--- src/rtl/svc_rv_perf_mon.sv ---
// Performance monitor: counts cycles, retired instructions and generic events
// between start and ebreak, with shadow snapshots and sticky saturation flags.
module svc_rv_perf_mon #(
    parameter int unsigned NUM_EVENTS = 4,
    parameter int unsigned CNT_WIDTH  = 32,
    localparam int unsigned AW        = $clog2(NUM_EVENTS + 2)
) (
    input  logic                      clk,
    input  logic                      rst_n,
    input  logic                      start,
    input  logic                      clear,
    input  logic                      retire,
    input  logic                      ebreak,
    input  logic [NUM_EVENTS-1:0]     evt,
    input  logic                      snap,
    input  logic [AW-1:0]             rd_addr,
    output logic [CNT_WIDTH-1:0]      rd_data,
    output logic                      running,
    output logic                      halted,
    output logic                      snap_valid,
    output logic [NUM_EVENTS+1:0]     ovf
);

    localparam int unsigned NC = NUM_EVENTS + 2;

    typedef enum logic [1:0] {
        ST_IDLE = 2'd0,
        ST_RUN  = 2'd1,
        ST_HALT = 2'd2
    } state_t;

    state_t               state;
    logic [CNT_WIDTH-1:0] cnt     [NC];
    logic [CNT_WIDTH-1:0] cnt_nxt [NC];
    logic [CNT_WIDTH-1:0] shadow  [NC];
    logic [NC-1:0]        inc_en;
    logic [NC-1:0]        sat;

    // Saturating post-increment values for the current cycle
    always_comb begin
        inc_en    = '0;
        inc_en[0] = (state == ST_RUN);
        inc_en[1] = (state == ST_RUN) && retire;
        for (int i = 0; i < int'(NUM_EVENTS); i++) begin
            inc_en[i+2] = (state == ST_RUN) && evt[i];
        end
        for (int i = 0; i < int'(NC); i++) begin
            sat[i]     = inc_en[i] && (&cnt[i]);
            cnt_nxt[i] = (inc_en[i] && !(&cnt[i])) ? cnt[i] + CNT_WIDTH'(1) : cnt[i];
        end
    end

    always_ff @(posedge clk or negedge rst_n) begin
        if (!rst_n) begin
            state      <= ST_IDLE;
            running    <= 1'b0;
            halted     <= 1'b0;
            snap_valid <= 1'b0;
            ovf        <= '0;
            for (int i = 0; i < int'(NC); i++) begin
                cnt[i]    <= '0;
                shadow[i] <= '0;
            end
        end else if (clear) begin
            state      <= ST_IDLE;
            running    <= 1'b0;
            halted     <= 1'b0;
            snap_valid <= 1'b0;
            ovf        <= '0;
            for (int i = 0; i < int'(NC); i++) begin
                cnt[i]    <= '0;
                shadow[i] <= '0;
            end
        end else begin
            case (state)
                ST_IDLE: begin
                    if (snap) begin
                        snap_valid <= 1'b1;
                        for (int i = 0; i < int'(NC); i++) shadow[i] <= cnt[i];
                    end
                    if (start) begin
                        state   <= ST_RUN;
                        running <= 1'b1;
                    end
                end
                ST_RUN: begin
                    ovf <= ovf | sat;
                    for (int i = 0; i < int'(NC); i++) cnt[i] <= cnt_nxt[i];
                    // ebreak and snap share one snapshot of the including-this-cycle values
                    if (ebreak || snap) begin
                        snap_valid <= 1'b1;
                        for (int i = 0; i < int'(NC); i++) shadow[i] <= cnt_nxt[i];
                    end
                    if (ebreak) begin
                        state   <= ST_HALT;
                        running <= 1'b0;
                        halted  <= 1'b1;
                    end
                end
                ST_HALT: begin
                    if (snap) begin
                        snap_valid <= 1'b1;
                        for (int i = 0; i < int'(NC); i++) shadow[i] <= cnt[i];
                    end
                end
                default: begin
                    state   <= ST_IDLE;
                    running <= 1'b0;
                    halted  <= 1'b0;
                end
            endcase
        end
    end

    // Shadow read mux; out-of-range addresses read as zero
    always_comb begin
        rd_data = '0;
        for (int i = 0; i < int'(NC); i++) begin
            if (rd_addr == AW'(i)) rd_data = shadow[i];
        end
    end

endmodule
--- config.mk ---
export PLATFORM = sky130hd
export DESIGN_NAME = svc_rv_perf_mon
export DESIGN_NICKNAME = d
export VERILOG_FILES = /design/src/rtl/svc_rv_perf_mon.sv
export SDC_FILE = /design/constraint.sdc
export NUM_CORES = 1
export LEC_CHECK = 0
export CAP_MARGIN = 40
export CORE_AREA = 3 3 190 192
export CTS_BUF_LIST = sky130_fd_sc_hd__clkbuf_8
export DETAILED_ROUTE_END_ITERATION = 12
export DIE_AREA = 0 0 193 195
export PLACE_DENSITY = 0.71
export SYNTH_ARGS = -nofsm -noshare
export SYNTH_HDL_FRONTEND = slang
export SYNTH_SLANG_ARGS = --single-unit
--- constraint.sdc ---
create_clock -name clk -period 3.5 [get_ports clk]
set_input_delay 0.7 -clock clk [delete_from_list [all_inputs] [get_ports clk]]
set_output_delay 0.7 -clock clk [all_outputs]
set_load 0.02 [all_outputs]
==> flow_summary.yaml <==
clock_tree:
  cts_root_buf: "clkbuf_8"
  cts_tree: "done"
  htreeDepth: 3
  cts_buffer_depth: 3
  cts_made_buffers: 69
  cts.sinks: 395
  worstSkewPairLatency_ps: 620
  path_clk_slew_ps: 60
synthesis:
  ys_types: 58
  yosys_most_used_dff: "dfrtp_1"
  ys_ff_latch: 395
  yosysSeqAreaShare_pct: 52.2
  synth-edff-count: 0
  synth_cells: 2013
  synth.largest_area_cell: "dfrtp_1"
  syn-mean-instance-area_um2: 9.40
  synth_warnings: 0
  ys_top_cells_by_area: "dfrtp_1 52%, nand2_1 5.9%, nor2_1 5.8%"
  synth_top_cells_by_count: "395 x dfrtp_1, 298 x nand2_1, 292 x nor2_1, 170 x o21ai_0, 96 x xnor2_1"
  synth.most_common_cell: "dfrtp_1"
  synth_area_mm2: 0.0189
  yosys.area.top_type_share_pct: 52.2
  syn_nets: 2033
  async_reset_ff_share_pct: 100
place:
  dpl_cell_area_mm2: 0.0202
  portBuffers: 54
  placed_cells: 2474
  dp.final_hpwl_mm: 39.3
  place.gp.congestion: 0.967
  pre_cts_ws_ps: -57.5
critical_path:
  r2r-start: "cnt[0]"
  crit_required_ps: 2800
  r2r_slack_ps: 510
  arrival_ps: 2630
  ff2ff_path_depth: 7
  endpoint_kind: "primary output"
  r2r-end: "shadow[17]"
  cp_max_fo: 22
  crit_path_start_kind: "primary input"
  path_class: "in2out"
final_layout:
  post_layout_nonfiller_instances: 2597
  drive_gt1_share_pct: 9.63
  area_growth_pct: 14.2
  stdcell_area_mm2: 0.0216
  nets: 2110
floorplan:
  ioPinCount: 55
  die_h_um: 195
  die_area_mm2: 0.0376
  start_util_pct: 54.8
  rows: 68
  fp.dieW_um: 193
  core-area_mm2: 0.0345
drt:
  dr.first_iter.drc_count: 1695
  highest_layer: "met4"
  drt-wirelength-per-cell_um: 21.5
  wl_met2_mm: 24.8
  totalWireLength_mm: 55.8
  avgViaCountPerCell: 6.02
  wl_met1_mm: 24.5
  dr_wl_met3_mm: 4.62
  post-route-drc-count: 0
  drt_first_pass_iters: 8
  ant_nets: 0
  num_vias: 15600
outcome:
  status: "complete, no violations"
timing:
  fin_crit_sh_pct: 95.1
  worst_slew_pin_slew_ps: 953
  setup_slack_ps: 172
  max_freq_mhz: 300
  finalHoldViolCount: 0
  fin_hold_ws_ps: 93.4
  skew_ps: 29.9
  period_minus_slack_ps: 3330
  rsz0062_at_grt: "no"
  finalMaxSlewViolations: 0
  setup_viol: 0
  max_slew_margin_pct: 36.4
power_and_ir_drop:
  p_comb_share_pct: 5.2
  intPower_w: 0.00703
  power_density_mw_per_mm2: 433
  p_leak_nw: 9.15
  seq_power_share_pct: 49.3
  swShare_pct: 24.9
  power_switching_w: 0.00233
  ir_drop_uv: 291
  p_clk_share_pct: 45.6
global_routing:
  first_global_vias: 15200
  grt_max_degree: 122
  track_usage_pct: 30.1
  antenna_found_initial: 1
  grt_pass1_wl_mm: 87.6
  grt_overflow_total: 0
job:
  cap_violations: 0
worst_hold_path:
  hp-class: "in2async"
[what timing repair did]
action | 4_1_cts | 5_1_grt
endpoints found under the setup margin | 15 | 1
resized for setup | 5 | 1
setup buffers | 0 | 0
hold buffers | 0 | 0
[final cells by class]
class	instances	area [um^2]
multi-input cells	1487	8510
inverters	17	63.8
fillers	2930	12900
clock inverters	36	218
flip-flops and latches	395	9880
diodes	3	7.51
repair buffers	120	1200
well taps	455	569
clock buffers	84	1160
[sequential cells by signal (all words and copies together) (netlist names)]
signal	flops
ovf	6
cnt	192
state	2
shadow	192
snap_valid	1
halted	1
running	1
[power groups by stage]
stage          clock (W)  sequential, W  combinational, W
6_report         0.00426        0.00461          0.000484
5_1_grt          0.00454        0.00461          0.000526
4_1_cts          0.00433        0.00461          0.000487
3_5_place_dp           0        0.00469          0.000486
3_3_place_gp           0        0.00469          0.000477
2_1_floorplan          0        0.00469          0.000224
[how the worst max path moves through the flow]
stage	to	startpoint	cells after the start	slack [ps]
6_report	rd_data[30]	rd_addr[1]	7	170
5_1_grt	rd_data[30]	rd_addr[1]	7	50
4_1_cts	rd_data[30]	rd_addr[2]	6	60
3_5_place_dp	rd_data[17]	rd_addr[1]	6	-60
3_3_place_gp	rd_data[21]	rd_addr[1]	6	-9
2_1_floorplan	rd_data[23]	rd_addr[0]	5	590
[critical path: stages]
cell	delay, ps
dlygate4sd2_1	390
and2_1	210
buf_4	280
nand3b_1	120
o221ai_1	80
o31a_1	210
clkdlybuf4s50_1	620
[placed cells by master, fill, tap and decap left out, types with 6 or more instances in the layout]
master / n
inv_1: 37
or3_1: 10
nor2b_1: 8
o21ai_0: 170
ha_1: 6
or2_2: 10
clkinv_2: 10
nand2_1: 298
o21ai_1: 21
a21oi_1: 38
nor2_1: 291
nor3_1: 53
mux2i_1: 68
and4_1: 13
or4_1: 7
nand4_1: 70
xor2_1: 84
o221ai_1: 29
nand3b_1: 7
nand3_1: 78
o22ai_1: 7
nor4_1: 27
buf_4: 53
and3_1: 24
clkdlybuf4s50_1: 45
buf_12: 12
dfrtp_1: 395
xnor2_1: 96
a31oi_1: 8
clkbuf_8: 84
[routing by layer]
| metal | GRT usage (%) | up-vias |
|---|---|---|
| met5 | 0 | - |
| met3 | 5.64 | 128 |
| met4 | 10.8 | 0 |
| met2 | 44.2 | 582 |
| li1 | - | 7115 |
| met1 | 45.0 | 7821 |
[through the flow]
| stage | util, % | total power [W] | TNS, ps |
|---|---|---|---|
| 2_1_floorplan | - | 0.00491 | 0 |
| 3_3_place_gp | 58.5 | 0.00517 | -15.1 |
| 3_5_place_dp | 58.6 | 0.00517 | -342 |
| 4_1_cts | 62.6 | 0.00943 | 0 |
| 5_1_grt | 62.6 | 0.00967 | 0 |
| 6_report | 62.6 | 0.00935 | 0 |
[cells by family after synthesis]
logic type,after synthesis,synth area share [%]
AND/OR/NAND/NOR,940,23.3
flip-flops,395,52.2
AO/OA/AOI/OAI,288,8.62
XOR/XNOR,180,8.33
buffers and inverters,131,2.90
multiplexers,73,4.19
adder cells (fa/ha/maj),6,0.397
(Power assumes the default switching activity.)
